### config.mk
export PLATFORM = sky130hd
export DESIGN_NAME = counter_sum_accum
export DESIGN_NICKNAME = d
export VERILOG_FILES = /design/src/rtl/counter_sum_accum.sv
export SDC_FILE = /design/constraint.sdc
export NUM_CORES = 1
export LEC_CHECK = 0
export CAP_MARGIN = 30
export CORE_MARGIN = 2
export CORE_UTILIZATION = 55
export DETAILED_ROUTE_END_ITERATION = 6
export PLACE_DENSITY_LB_ADDON = 0.25
export SLEW_MARGIN = 20
export SYNTH_ARGS = -nofsm -noshare
export SYNTH_HDL_FRONTEND = slang
export SYNTH_SLANG_ARGS = --single-unit
### constraint.sdc
create_clock -name clk -period 2.7 [get_ports clk]
set_clock_uncertainty 0.05 [all_clocks]
set_input_delay 0.81 -clock clk [delete_from_list [all_inputs] [get_ports clk]]
set_output_delay 0.81 -clock clk [all_outputs]
set_load 0.005 [all_outputs]
### src/rtl/counter_sum_accum.sv
// Streaming accumulator behind the column counters: reduces each beat's 4-bit lanes to one sum,
// accumulates beats per frame and presents a saturated total, beat count and overflow flag.
module counter_sum_accum #(
    parameter int unsigned LANES = 4,
    parameter int unsigned ACC_W = 16,
    parameter int unsigned CNT_W = 8
) (
    input  logic               clk,
    input  logic               rst_n,
    input  logic               in_valid,
    output logic               in_ready,
    input  logic               in_last,
    input  logic [4*LANES-1:0] in_data,
    output logic               out_valid,
    input  logic               out_ready,
    output logic [ACC_W-1:0]   out_sum,
    output logic [CNT_W-1:0]   out_beats,
    output logic               out_ovf
);

    localparam int unsigned S1_W = $clog2(15 * LANES + 1);

    logic             s1_valid_q, s1_valid_d;
    logic             s1_last_q, s1_last_d;
    logic [S1_W-1:0]  s1_sum_q, s1_sum_d;
    logic [ACC_W-1:0] acc_q, acc_d;
    logic             ovf_q, ovf_d;
    logic [CNT_W-1:0] beats_q, beats_d;
    logic             out_valid_q, out_valid_d;
    logic [ACC_W-1:0] out_sum_q, out_sum_d;
    logic [CNT_W-1:0] out_beats_q, out_beats_d;
    logic             out_ovf_q, out_ovf_d;

    logic [S1_W-1:0]  lane_sum;
    logic             s2_free;
    logic             s1_move;
    logic             in_xfer;
    logic [ACC_W:0]   acc_ext;
    logic             carry;
    logic [ACC_W-1:0] acc_sat;
    logic [CNT_W-1:0] beats_inc;

    always_comb begin
        lane_sum = '0;
        for (int i = 0; i < LANES; i++) begin
            lane_sum = lane_sum + S1_W'(in_data[4*i +: 4]);
        end
    end

    // Non-last beats keep accumulating while a result is held; only a last beat waits for the
    // output register to free up.
    assign s2_free  = !out_valid_q || out_ready;
    assign s1_move  = s1_valid_q && (!s1_last_q || s2_free);
    assign in_ready = !s1_valid_q || !s1_last_q || s2_free;
    assign in_xfer  = in_valid && in_ready;

    assign acc_ext   = {1'b0, acc_q} + (ACC_W + 1)'(s1_sum_q);
    assign carry     = acc_ext[ACC_W];
    assign acc_sat   = carry ? '1 : acc_ext[ACC_W-1:0];
    assign beats_inc = (&beats_q) ? beats_q : beats_q + CNT_W'(1);

    always_comb begin
        s1_valid_d  = s1_valid_q;
        s1_last_d   = s1_last_q;
        s1_sum_d    = s1_sum_q;
        acc_d       = acc_q;
        ovf_d       = ovf_q;
        beats_d     = beats_q;
        out_valid_d = out_valid_q;
        out_sum_d   = out_sum_q;
        out_beats_d = out_beats_q;
        out_ovf_d   = out_ovf_q;

        if (in_xfer) begin
            s1_valid_d = 1'b1;
            s1_last_d  = in_last;
            s1_sum_d   = lane_sum;
        end else if (s1_move) begin
            s1_valid_d = 1'b0;
        end

        if (out_valid_q && out_ready) begin
            out_valid_d = 1'b0;
        end

        if (s1_move) begin
            if (s1_last_q) begin
                out_sum_d   = acc_sat;
                out_ovf_d   = ovf_q | carry;
                out_beats_d = beats_inc;
                out_valid_d = 1'b1;
                acc_d       = '0;
                ovf_d       = 1'b0;
                beats_d     = '0;
            end else begin
                acc_d   = acc_sat;
                ovf_d   = ovf_q | carry;
                beats_d = beats_inc;
            end
        end
    end

    always_ff @(posedge clk or negedge rst_n) begin
        if (!rst_n) begin
            s1_valid_q  <= 1'b0;
            s1_last_q   <= 1'b0;
            s1_sum_q    <= '0;
            acc_q       <= '0;
            ovf_q       <= 1'b0;
            beats_q     <= '0;
            out_valid_q <= 1'b0;
            out_sum_q   <= '0;
            out_beats_q <= '0;
            out_ovf_q   <= 1'b0;
        end else begin
            s1_valid_q  <= s1_valid_d;
            s1_last_q   <= s1_last_d;
            s1_sum_q    <= s1_sum_d;
            acc_q       <= acc_d;
            ovf_q       <= ovf_d;
            beats_q     <= beats_d;
            out_valid_q <= out_valid_d;
            out_sum_q   <= out_sum_d;
            out_beats_q <= out_beats_d;
            out_ovf_q   <= out_ovf_d;
        end
    end

    assign out_valid = out_valid_q;
    assign out_sum   = out_sum_q;
    assign out_beats = out_beats_q;
    assign out_ovf   = out_ovf_q;

endmodule

==> out/metrics.yaml <==
sta:
  finalHoldViolCount: 0
  fmax_mhz: 376
  worst_pin_slew_ps: 661
  period_needed_ps: 2660
  finalCritPeriodShare_pct: 98.5
  setup_viol: 0
  hold_ws_ps: 414
  maxSlewHeadroom_pct: 55.7
  finalMaxSlewViolations: 0
  rsz0062_at_grt: "yes"
synth:
  yosysWarnings: 0
  syn_avg_cell_area_um2: 9.56
  syn_inst: 345
  synth_seq_cells: 59
  synthSimpleGateAreaFrac_pct: 16.2
  synth_nets: 387
  yosys.area.top_type: "dfrtp_1"
  ys_types: 49
  yosys.area_share.adder_pct: 10.0
  synthArstFlopShare_pct: 100
  ys.flop_type: "dfrtp_1"
  ys_top_cells_by_area: "dfrtp_1 45%, fa_1 5.5%, nand2_1 5.1%"
  synth_xor_area_share_pct: 3.98
  synth.area.mux_share_pct: 2.84
  synth-edff-count: 0
  synth_top_family_by_area: "compound AO/OA/AOI/OAI gates"
  synth_compound_gate_area_share_pct: 17.9
  syn-cell-area_mm2: 0.00330
  synth_top_area_share_pct: 44.7
  ys_seq_area_share_pct: 44.7
die:
  dieArea_mm2: 0.00663
  dieHeight_um: 81.5
  chipWidth_um: 81.5
  io_pins: 48
  rows: 28
  core_mm2: 0.00585
  initial_core_util_pct: 56.4
route:
  antenna_left: 0
  route.vias.total: 2757
  wl_per_cell_um: 15.5
  drt_iter0_markers: 144
  routed_wl_um: 7510
  viasPerCell: 5.67
  drt-pass1-iter-count: 4
  drc: 0
critical_path:
  crit_path_max_fanout: 2
  start_kind: "input port"
  reg2reg_slack_ps: 190
  arrival_ps: 2880
  criticalPathCategory: "in2reg"
  slowest_delay_ps: 530
  required_ps: 2920
  end_kind: "register"
  cp_top_family: "adder cells"
  worstPathCellList: "buf_8 -> inv_8 -> fa_1 -> inv_1 -> fa_1 -> ha_2 -> inv_2 -> fa_2 -> inv_2 -> a21o_1 -> a21oi_1 -> o21ai_1"
  cpMaxStageDelayCell: "fa_1"
  critPathBufInv: 5
placed_design:
  dp.cells: 467
  dp_hpwl_um: 5410
  port_buffers: 47
  place_area_mm2: 0.00392
  gp_congestion: 0.880
clocking:
  cts_root_buf: "clkbuf_8"
  htreeDepth: 3
  postCtsHoldBufs: 0
  cts_tree: "done"
  clk_latency_ps: 340
  cts_buffers: 9
  clkSinkCount: 59
  clk_pin_slew_ps: 70
  clk_path_buf_depth: 2
global_route:
  first_global_vias: 2766
  grt_overflow: 0
  antenna_found_initial: 0
  grt_pass1_wl_um: 12900
  grt.total_usage_pct: 25.5
  grt_max_degree: 36
flow_run:
  max_cap_violations: 0
min_path:
  hp-class: "in2async"
pwr:
  ir_drop_v: 0.000460
  power_density_mw_per_mm2: 796
  static-leakage-power_nw: 1.87
run_status:
  status: "complete, no violations"
layout:
  drive_gt1_share_pct: 15.8
  fin_area_mm2: 0.00412
  diodes: 0
  nNetsFinal: 448
  layout.cells.non_filler: 486
  areaGrowthSynthToFinish_pct: 25.0
  fillCellCount: 464
==> worst paths after layout <==
kind / start / end / depth (start not counted)
setup / recovery: in_data[1] / s1_sum_q[5] / 12
hold / removal: rst_n / beats_q[0] / 1
setup reg to reg: s1_sum_q[0] / out_sum[5] / 8
hold reg to reg: out_ovf / out_ovf / 2
max in group asynchronous: rst_n / acc_q[8] / 2
min in group clk: out_ovf / out_ovf / 2
==> state kept, by name (all words and copies together), names as in the netlist <==
register / count
s1_last_q: 1
out_valid: 1
out_beats: 8
s1_sum_q: 6
ovf_q: 1
s1_valid_q: 1
out_sum: 16
out_ovf: 1
beats_q: 8
acc_q: 16
==> power breakdown <==
part	switching, W	internal (W)
Clock	0.000356	0.000376
Sequential	0.000168	0.00109
Combinational	0.000648	0.000641
==> timing repair <==
action,in CTS,in global routing
pin swaps,19,8
endpoints found under the setup margin,6,6
gates resized for setup,37,3
setup buffers,2,1
==> routing by layer <==
metal / part of all wire (%) / global-route usage, % / wire length (um) / vias to the layer above
met5: 0 / 0 / 0 / -
met4: 2.3 / 10.3 / 170 / 0
met3: 3.2 / 4.51 / 242 / 17
li1: - / - / - / 1341
met1: 46 / 34.4 / 3450 / 1345
met2: 49 / 40.8 / 3650 / 54
==> logic make-up after synthesis <==
family	Yosys count
muxes	9
xor gates and xnor gates	15
adders and majority gates	21
AOI/OAI and AO/OA	95
and+or+nand+nor	112
DFF	59
buffers and inverters	34
==> cell usage after synthesis (all sizes together), types with 2 or more instances <==
cell and count:
a221oi 2, o22ai 2, a21o 5, ha 12
xor2 3, fa 9, o21ai 30, xnor2 12
and4 7, a21oi 22, a31o 3, dfrtp 59
a21boi 3, mux2i 6, nand4 5, clkbuf 10
nand2 45, nor3 3, nand3 5, nor2 30
o21a 2, a31oi 8, nand2b 2, a211oi 6
buf 4, inv 20, and2 3, and3 9
o31ai 5, mux2 3
==> layout by cell type (no fill, tap or decap), types with 10 or more instances in the layout <==
cell type | Yosys | routed
nor2_1 | 30 | 30
dfrtp_1 | 59 | 59
clkbuf_8 | 0 | 11
buf_4 | 2 | 16
ha_1 | 12 | 10
inv_1 | 20 | 15
a21oi_1 | 22 | 21
nand2_1 | 45 | 44
o21ai_0 | 29 | 25
xnor2_1 | 12 | 12
clkdlybuf4s50_1 | 0 | 33
==> through the flow <==
stage               setup TNS, ps  worst slack [ps]  power, W  utilization [%]
floorplan                    -621              -187   0.00203                -
global placement            -3630              -801   0.00248             67.1
detailed placement          -3840              -845   0.00253             67.1
CTS                         -7.78             -7.78   0.00328             70.3
global route                 -103             -52.2   0.00352             70.5
finish                          0              40.2   0.00328             70.5
==> final cells by class <==
cell class	count	area, um2	share of cell area (%)
well taps	75	93.8	2.28
inverters	20	82.6	2.00
multi-input cells	252	1710	41.5
repair buffers	64	582	14.1
clock inverters	5	27.5	0.668
flip-flops and latches	59	1480	35.8
clock buffers	11	151	3.67
Power figures use the tool's default switching activity.
